===== src/rtl/hack_vga_scan_if.sv =====
// Scan-out bus of hack_vga_scan: screen_map read port plus the VGA pins.
// master = scan stage (drives address and video), slave = memory/monitor side.
interface hack_vga_scan_if;
    logic [12:0] scr_addr;
    logic [15:0] scr_data;
    logic        vga_hs;
    logic        vga_vs;
    logic        vga_blank_n;
    logic [3:0]  vga_r;
    logic [3:0]  vga_g;
    logic [3:0]  vga_b;

    modport master (
        output scr_addr, vga_hs, vga_vs, vga_blank_n, vga_r, vga_g, vga_b,
        input  scr_data
    );

    modport slave (
        input  scr_addr, vga_hs, vga_vs, vga_blank_n, vga_r, vga_g, vga_b,
        output scr_data
    );
endinterface


===== src/rtl/hack_vga_scan.sv =====
// VGA scan-out of the 512x256 Hack bitmap, centred in a 640x480@60 frame.
// Optional HACK_VGA_BORDER_EN: grey surround plus a white outline ring around the window.
module hack_vga_scan #(
    parameter int CLK_DIV  = 2,
    parameter int RD_LAT   = 1,
    parameter int H_ACTIVE = 640,
    parameter int H_FP     = 16,
    parameter int H_SYNC   = 96,
    parameter int H_BP     = 48,
    parameter int V_ACTIVE = 480,
    parameter int V_FP     = 10,
    parameter int V_SYNC   = 2,
    parameter int V_BP     = 33,
    parameter int X_OFS    = 64,
    parameter int Y_OFS    = 112
) (
    input  logic           clk,
    input  logic           rst_n,
    hack_vga_scan_if.master bus
);

    localparam int DW = (CLK_DIV > 1) ? $clog2(CLK_DIV) : 1;

    localparam logic [9:0] H_LAST = 10'(H_ACTIVE + H_FP + H_SYNC + H_BP - 1);
    localparam logic [9:0] H_VIS  = 10'(H_ACTIVE);
    localparam logic [9:0] HS_BEG = 10'(H_ACTIVE + H_FP);
    localparam logic [9:0] HS_END = 10'(H_ACTIVE + H_FP + H_SYNC);
    localparam logic [9:0] V_LAST = 10'(V_ACTIVE + V_FP + V_SYNC + V_BP - 1);
    localparam logic [9:0] V_VIS  = 10'(V_ACTIVE);
    localparam logic [9:0] VS_BEG = 10'(V_ACTIVE + V_FP);
    localparam logic [9:0] VS_END = 10'(V_ACTIVE + V_FP + V_SYNC);
    localparam logic [9:0] X_BEG  = 10'(X_OFS);
    localparam logic [9:0] X_END  = 10'(X_OFS + 512);
    localparam logic [9:0] Y_BEG  = 10'(Y_OFS);
    localparam logic [9:0] Y_END  = 10'(Y_OFS + 256);

    // The word for a window cell is loaded CLK_DIV clocks after its address is issued.
    if (CLK_DIV < RD_LAT + 1) begin : g_bad_div
        $error("hack_vga_scan: CLK_DIV must be at least RD_LAT+1");
    end

    logic [DW-1:0] div;
    logic [9:0]    hcnt;
    logic [9:0]    vcnt;
    logic [15:0]   shifter;

    logic          tick;
    logic [9:0]    h_next;
    logic          in_xwin;
    logic          in_ywin;
    logic          in_win;
    logic [3:0]    hx_lo;
    logic          word_start;
    logic [8:0]    hnx;
    logic          fetch;
    logic [7:0]    vy;
    logic          pix_bit;
    logic          visible;
    logic [3:0]    colour;

    assign tick       = (div == DW'(CLK_DIV - 1));
    assign h_next     = (hcnt == H_LAST) ? 10'd0 : hcnt + 10'd1;
    assign in_xwin    = (hcnt >= X_BEG) && (hcnt < X_END);
    assign in_ywin    = (vcnt >= Y_BEG) && (vcnt < Y_END);
    assign in_win     = in_xwin && in_ywin;
    assign hx_lo      = hcnt[3:0] - X_BEG[3:0];
    assign word_start = in_win && (hx_lo == 4'd0);
    assign hnx        = h_next[8:0] - X_BEG[8:0];
    assign fetch      = in_ywin && (h_next >= X_BEG) && (h_next < X_END) && (hnx[3:0] == 4'd0);
    assign vy         = vcnt[7:0] - Y_BEG[7:0];
    assign visible    = (hcnt < H_VIS) && (vcnt < V_VIS);

    // The shifter keeps the pixels still to be shown, so the first one comes straight from the bus.
    assign pix_bit    = word_start ? bus.scr_data[0] : shifter[0];

`ifdef HACK_VGA_BORDER_EN
    localparam logic [9:0] X_RL = 10'(X_OFS - 1);
    localparam logic [9:0] X_RR = 10'(X_OFS + 512);
    localparam logic [9:0] Y_RT = 10'(Y_OFS - 1);
    localparam logic [9:0] Y_RB = 10'(Y_OFS + 256);

    logic ring;
    assign ring = (((hcnt == X_RL) || (hcnt == X_RR)) && (vcnt >= Y_RT) && (vcnt <= Y_RB))
               || (((vcnt == Y_RT) || (vcnt == Y_RB)) && (hcnt >= X_RL) && (hcnt <= X_RR));
`endif

    always_comb begin
        colour = 4'h0;
        if (in_win)
            colour = pix_bit ? 4'h0 : 4'hF;
`ifdef HACK_VGA_BORDER_EN
        else if (ring)
            colour = 4'hF;
        else
            colour = 4'h8;
`endif
    end

    always_ff @(posedge clk or negedge rst_n) begin
        if (!rst_n) begin
            div             <= '0;
            hcnt            <= '0;
            vcnt            <= '0;
            shifter         <= '0;
            bus.scr_addr    <= '0;
            bus.vga_hs      <= 1'b1;
            bus.vga_vs      <= 1'b1;
            bus.vga_blank_n <= 1'b0;
            bus.vga_r       <= '0;
            bus.vga_g       <= '0;
            bus.vga_b       <= '0;
        end else begin
            div <= tick ? '0 : div + 1'b1;
            if (tick) begin
                hcnt <= h_next;
                if (hcnt == H_LAST)
                    vcnt <= (vcnt == V_LAST) ? 10'd0 : vcnt + 10'd1;

                if (fetch)
                    bus.scr_addr <= {vy, hnx[8:4]};

                if (word_start)
                    shifter <= {1'b0, bus.scr_data[15:1]};
                else if (in_win)
                    shifter <= {1'b0, shifter[15:1]};

                bus.vga_hs      <= !((hcnt >= HS_BEG) && (hcnt < HS_END));
                bus.vga_vs      <= !((vcnt >= VS_BEG) && (vcnt < VS_END));
                bus.vga_blank_n <= visible;
                bus.vga_r       <= visible ? colour : 4'h0;
                bus.vga_g       <= visible ? colour : 4'h0;
                bus.vga_b       <= visible ? colour : 4'h0;
            end
        end
    end

endmodule


===== src/flat_wrapper.sv =====
// flat-port wrapper written by rule: the top's interface ports become plain ports
module hack_vga_scan_flat 
#(
    parameter int CLK_DIV  = 2,
    parameter int RD_LAT   = 1,
    parameter int H_ACTIVE = 640,
    parameter int H_FP     = 16,
    parameter int H_SYNC   = 96,
    parameter int H_BP     = 48,
    parameter int V_ACTIVE = 480,
    parameter int V_FP     = 10,
    parameter int V_SYNC   = 2,
    parameter int V_BP     = 33,
    parameter int X_OFS    = 64,
    parameter int Y_OFS    = 112
)
  (clk, rst_n, bus_scr_addr, bus_vga_hs, bus_vga_vs, bus_vga_blank_n, bus_vga_r, bus_vga_g, bus_vga_b, bus_scr_data);
  hack_vga_scan_if bus_i ();
  input  logic clk;
  input  logic rst_n;
  output wire logic [$bits(bus_i.scr_addr)-1:0] bus_scr_addr;
  output wire logic [$bits(bus_i.vga_hs)-1:0] bus_vga_hs;
  output wire logic [$bits(bus_i.vga_vs)-1:0] bus_vga_vs;
  output wire logic [$bits(bus_i.vga_blank_n)-1:0] bus_vga_blank_n;
  output wire logic [$bits(bus_i.vga_r)-1:0] bus_vga_r;
  output wire logic [$bits(bus_i.vga_g)-1:0] bus_vga_g;
  output wire logic [$bits(bus_i.vga_b)-1:0] bus_vga_b;
  input wire logic [$bits(bus_i.scr_data)-1:0] bus_scr_data;
  assign bus_scr_addr = bus_i.scr_addr;
  assign bus_vga_hs = bus_i.vga_hs;
  assign bus_vga_vs = bus_i.vga_vs;
  assign bus_vga_blank_n = bus_i.vga_blank_n;
  assign bus_vga_r = bus_i.vga_r;
  assign bus_vga_g = bus_i.vga_g;
  assign bus_vga_b = bus_i.vga_b;
  assign bus_i.scr_data = bus_scr_data;
  hack_vga_scan #(.CLK_DIV(CLK_DIV), .RD_LAT(RD_LAT), .H_ACTIVE(H_ACTIVE), .H_FP(H_FP), .H_SYNC(H_SYNC), .H_BP(H_BP), .V_ACTIVE(V_ACTIVE), .V_FP(V_FP), .V_SYNC(V_SYNC), .V_BP(V_BP), .X_OFS(X_OFS), .Y_OFS(Y_OFS)) u_core (.clk(clk), .rst_n(rst_n), .bus(bus_i));
endmodule

===== config.mk =====
export PLATFORM = sky130hd
export DESIGN_NAME = hack_vga_scan_flat
export DESIGN_NICKNAME = d
export VERILOG_FILES = /design/src/rtl/hack_vga_scan_if.sv /design/src/rtl/hack_vga_scan.sv /design/src/flat_wrapper.sv
export SDC_FILE = /design/constraint.sdc
export NUM_CORES = 1
export LEC_CHECK = 0
export BUFFER_PORTS_ARGS = -buffer_cell sky130_fd_sc_hd__buf_4
export CAP_MARGIN = 20
export CORE_ASPECT_RATIO = 0.6
export CORE_MARGIN = 2
export CORE_UTILIZATION = 50
export DETAILED_ROUTE_END_ITERATION = 8
export PLACE_DENSITY_LB_ADDON = 0.1
export SYNTH_ARGS = -nofsm -noshare
export SYNTH_HDL_FRONTEND = slang
export SYNTH_SLANG_ARGS = --single-unit
export TNS_END_PERCENT = 50

===== constraint.sdc =====
create_clock -name clk -period 2.5 [get_ports clk]
set_input_delay 0.125 -clock clk [delete_from_list [all_inputs] [get_ports clk]]
set_output_delay 0.125 -clock clk [all_outputs]
set_load 0.01 [all_outputs]

Word-level counts from Yosys, hierarchy flattened

Index checks and enable logic that the tools add are counted.

ROM bits: 0
Memory bits (writable): 0
Latch bits: 0
Word-level logic and storage cells: 55
Input bits: 18
Bits in registers: 57
Output and inout port bits: 28
Memories: 0

Mux-type cells: 9
Bitwise gates (word level): 0
Magnitude comparators: 12
$add $sub $neg: 5
Reductions and logical operators: 18
Eq/ne operators: 2
Shifts and indexed selects: 0
Multiply operators: 0
Divide/modulo/power cells: 0

Operator list:

| operator              | count |
|---|---|
| $lt 10x10->1 const B  | 4 |
| $mux 16               | 2 |
| $ge 10x7->1 const B   | 3 |
| $lt 10x9->1 const B   | 3 |
| $add 10x1->10 const B | 2 |
| $eq 10x10->1 const B  | 2 |
| $mux 10               | 2 |
| $mux 4                | 3 |
| $ge 10x10->1 const B  | 1 |
| $ge 10x9->1 const B   | 1 |
| $logic_and 1x1->1     | 10 |
| $sub 9x7->9 const B   | 1 |
| $logic_not 4->1       | 2 |
| $sub 8x7->8 const B   | 1 |
| $reduce_and 2->1      | 3 |
| $logic_not 1->1       | 2 |
| $mux 1                | 2 |
| $reduce_bool 2->1     | 1 |
| $add 1x1->1 const B   | 1 |

Longest topological paths before layout

Depth after elaboration: 8
Depth in mapped cells: 11
Depth with buffers taken out: 10

Least setup slack after synthesis

OpenSTA, ideal clock, no wires.

Path type: register to register
Start: register u_core.hcnt[0]
End: register u_core.bus.scr_addr[0]
Path buffers: 1
Period minus slack after synthesis: 2.570 ns
Data required time: 2.375 ns
Setup time: 0.125 ns
Arrival: 2.445 ns
Stages on the path, launching flop included: 12
Slack: -0.070 ns
Cell sequence: dfrtp_1 > ha_1 > nand3_2 > nor2_1 > xnor2_1 > inv_1 > ha_1 > nand3_1 > o32ai_1 > o31ai_2 > buf_8 > mux2_4

Word-level cells in the longest chain between the ends: 7
Elaborated cells between the ends (all ways): 11
Those cells by class: add/sub: 2; order compare: 2; eq/ne: 1; mux: 1; reduce/logical: 5

RTL lines:

| element                                       | line                   | text |
|---|---|---|
| start: declaration                            | hack_vga_scan.sv:43    | `logic [9:0] hcnt;` |
| start signal: assignment                      | hack_vga_scan.sv:115   | `hcnt <= h_next;` |
| $add 10x1->10 or $eq 10x10->1 (tied branches) | hack_vga_scan.sv:62    | `assign h_next = (hcnt == H_LAST) ? 10'd0 : hcnt + 10'd1;` |
| $mux 10 (*)                                   | hack_vga_scan.sv:62    |  |
| named net u_core.h_next[6]                    | hack_vga_scan.sv:48    | `logic [9:0] h_next;` |
| $ge 10x7->1                                   | hack_vga_scan.sv:69    | `assign fetch = in_ywin && (h_next >= X_BEG) && (h_next < X_END) && (hnx[3:0] == 4'd0);` |
| $logic_and 1x1->1                             | hack_vga_scan.sv:69    |  |
| $logic_and 1x1->1 (*) (2 in series)           | hack_vga_scan.sv:69    |  |
| $reduce_and 2->1 (no source line) (*)         | --                     |  |
| end signal: assignment                        | hack_vga_scan.sv:120   | `bus.scr_addr <= {vy, hnx[8:4]};` |
| end: declaration                              | hack_vga_scan_if.sv:14 | `output scr_addr, vga_hs, vga_vs, vga_blank_n, vga_r, vga_g, vga_b,` |

Mark *: on every way through the listed nets, which the timed path passes. The rest lies on a longest branch.
A chain may end at the register's enable or synchronous reset.

Worst setup path after layout

Start: register u_core.hcnt[1]
End: register u_core.bus.scr_addr[6]

Word-level cells in the longest chain between the ends: 7
Elaborated cells between the ends (all ways): 11
Those cells by class: add/sub: 2; order compare: 2; eq/ne: 1; mux: 1; reduce/logical: 5

RTL lines:

| element                                             | line |
|---|---|
| $add 10x1->10 or $eq 10x10->1 (tied branches)       | hack_vga_scan.sv:62 |
| $mux 10 (*)                                         | hack_vga_scan.sv:62 |
| branches (longest 3 deep; another with $sub 9x7->9) | -- |
| $logic_and 1x1->1 (*)                               | hack_vga_scan.sv:69 |
| $reduce_and 2->1 (no source line) (*)               | -- |

Every way passes the cells marked *.

==> impl_results.md <==
* Status: complete, no violations
* Placed insts at about 410
* First-pass GRT wire length at ~11000 um
* Max Used Layer: met4
* Crit path time final at 2.43 ns
* Worst Hold Depth at 3
* Vias in the first global route at 2170
* Congestion Overflow GR at 0
* Vias per std cell at about 5.4
* N_diodes at 0
* Clock share of power at approximately 35%
* Net Switching at roughly 290 uW
* Pwr dens at about 380 mW/mm2
* P&R area growth vs syn at 20.6%
* Die W at roughly 100 um
* Final hold violations at 0
* Delay of the slowest critical-path stage at approximately 0.42 ns
* Cell with the most instances on the worst path: nand3_4
* R2r startpoint: u_core.hcnt[1]
* # clock sinks at 53
* LEAKAGE at 1.61 nW
* First DRT Iteration DRCs at ~190
* Depth of the most critical reg-to-reg path at 10
* Port bufs at 45
* Final worst slack at 0.0732 ns
* Met3 wire len at 396 um
* FMAX at approximately 410 MHz
* Global Route Usage Sum at about a fifth
* Pre-antenna DRT Iters at 4
* Top FF cell, synth: dfrtp_1
* Area fraction of the dominant cell type after synthesis at between 40% and 50%
* Critical path type: reg -> reg
* Clock transition at the registers of the reported paths at around 0.08 ns
* Gate power share at approximately 2.7%
* Worst path slowest cell: dfrtp_1
* Residual DRC at 0
* Cells along the critical path: ha_4, nand3_4, nor2_4, xnor2_2, ha_2, o211a_1, nand3_4, o31ai_4, clkbuf_16, mux2_4
* Final Skew at about 0.011 ns
* CTS tree: built
* Netlist cell types at 56
* Worst VDD drop at about 0.00020 V
* Worst Setup EP: u_core.bus.scr_addr[6]
* DR WL/cell at around 15 um
* Die height at roughly 64 um
* Slew margin rel. at a little under three fifths
* Least-Margin Pin Slew at between 0.6 and 0.7 ns
* Post-layout net count at 370
* Warnings, synthesis at 0
* Pin count of the biggest net entering global routing at between 50 and 60
* FP Rows at 21
* Clk_lat worst skew at ~0.31 ns
* Most common cell after layout, fill and taps aside: buf_4
* Worst path arrival time at between 2 and 3 ns
* Post-route clock period utilization at a little over nine tenths
* Initial antenna violation count at 0
* Slew Viols, Final at 0
* Detailed Route WL at between 6000 and 7000 um
* Final Wtd Congestion at 0.891
* Crit Path Max Fanout at 6
* Multi-input logic area at about 0.0016 mm2
* Root Driver: clkbuf_8
* I/O Pins at 46
* Routed vias at approximately 2300
* Setup TNS at 0 ns
* Max H-tree Level at 2
* Core region area at roughly 0.0057 mm2
* Dpl ws at -0.0133 ns
* Share of cells above drive strength 1 at ~32%
* Cell taking the most area after synthesis: dfrtp_1
* Most frequent cells in the layout: buf_4, dfrtp_1, nor2_1
* Total Power at 1.38 mW
* Fill count at about 470
* Seq pwr share at 61.9%
* Fin cells at about 420
* Post-Syn Nets at roughly 330
* Max-capacitance violation count at 0
* Critical Path Source: u_core.hcnt[1]
* Post-route ant nets at 0
* Setup violations, final at 0
* Initial Util at a little over half
* R2r setup slk at between 0.07 and 0.08 ns
* Gate Count Post-Synth at between 200 and 300
* Wire length on met2 at roughly 2600 um
* DIE AREA at roughly 0.0067 mm2
* Min-Delay Path Class: in -> reg
* Register area share after synthesis at ~44%
* Cts bufs inserted at 5
* Clock buffer depth at 2
* R2R Path End: u_core.bus.scr_addr[6]
* Area of the mapped netlist at 0.00304 mm2
* Syn_area_per_cell at ~10 um2
* M1 WL at approximately 3400 um
* Int Power at about 1.1 mW
* Crit start category: flop
* DP HPWL at between 4000 and 5000 um
* Crit end category: flop
* Sw Ratio at between 20% and 30%
* Sequential cell area at about 0.0013 mm2
* Post-synth ARST share at 100%
* Critical Path RT at about 2.7 ns
* Final core occ at between 60% and 70%
* Flops & latches, synth at 53
* Top cells by area, synth: dfrtp_1, mux2i_1, mux2_4
* EDFF count, synth at 0
## power by group through the flow
stage	logic [mW]	clock network, mW	registers, mW
global placement	0.0382	0	0.874
CTS	0.0397	0.501	0.857
floorplan	0.000537	0	0.874
global route	0.0429	0.527	0.857
finish	0.0375	0.490	0.857
detailed placement	0.0384	0	0.874
## flip-flops by register name (all words and copies together), names as in the netlist
signal / cells
u_core.shifter: 15
u_core.bus.scr_addr: 13
u_core.hcnt: 10
u_core.vcnt: 10
u_core.bus.vga_blank_n: 1
u_core.bus.vga_hs: 1
u_core.bus.vga_r: 1
u_core.bus.vga_vs: 1
u_core.div: 1
## critical path: cells and delay by family (launching register included)
family | cells | cell delay (ns)
compound gates | 2 | 0.51
xor+xnor | 1 | 0.22
fa+ha+maj | 2 | 0.42
buf+inv | 1 | 0.23
flops | 1 | 0.42
mux | 1 | 0.29
simple gates | 3 | 0.23
## cells in the mapped netlist (all sizes together) (2+ instances only)
master   n
mux2    14
nand4b   2
nand2b   3
inv     14
nor2    29
buf     21
nand4    6
clkbuf   7
nand3    8
or3      3
o21ai   17
nand2   18
nor2b    2
dfstp    2
or2      2
ha      10
a21oi   24
nor3     8
and3     4
dfrtp   51
o31ai    5
xor2     7
xnor2   10
mux2i   15
## metal layers
metal / vias to the layer above / global-route usage [%]
met1: 1092 / 31.5
met3: 6 / 5.33
li1: 1116 / -
met2: 65 / 27.5
met5: - / 0
met4: 0 / 5.00
## how the worst min path moves through the flow
stage	end	startpoint	slack [ns]
floorplan	u_core.bus.scr_addr[0]	rst_n	-0.17
global placement	u_core.bus.scr_addr[3]	rst_n	0.21
detailed placement	u_core.bus.scr_addr[3]	rst_n	0.21
CTS	u_core.shifter[14]	bus_scr_data[15]	0.05
global route	u_core.shifter[14]	bus_scr_data[15]	0.09
finish	u_core.shifter[14]	bus_scr_data[15]	0.05
## area by class of cell
class                           instances  area share, %
Clock buffer                            7           2.35
Tap cell                               80           2.73
Inverter                               14           1.43
Sequential cell                        53           36.2
Multi-Input combinational cell        202           42.9
Timing Repair Buffer                   66           14.4
## through the flow
step	instance area [um2]	hold slack (ns)
detailed placement	3480	0.209
global route	3670	0.0929
floorplan	3070	-0.171
finish	3670	0.0526
CTS	3580	0.0519
global placement	3480	0.208
## cells by family (layout without fill, tap and decap cells)
family | Yosys count | count (layout) | synth area share (%)
and+or+nand+nor | 90 | 90 | 16.6
AOI/OAI and AO/OA | 56 | 56 | 11.6
DFF | 53 | 53 | 43.7
buffers and inverters | 42 | 87 | 7.94
muxes | 29 | 29 | 11.2
xor gates and xnor gates | 17 | 17 | 4.89
adders and majority gates | 10 | 10 | 4.11
## timing repair
item	in CTS	in global routing
buffers inserted	0	2
hold buffers	1	0
hold endpoints to repair	51	0
pin swaps	1	8
endpoints found under the setup margin	11	11
gates cloned	0	1
gates resized for setup	1	12
(Power assumes the default switching activity.)
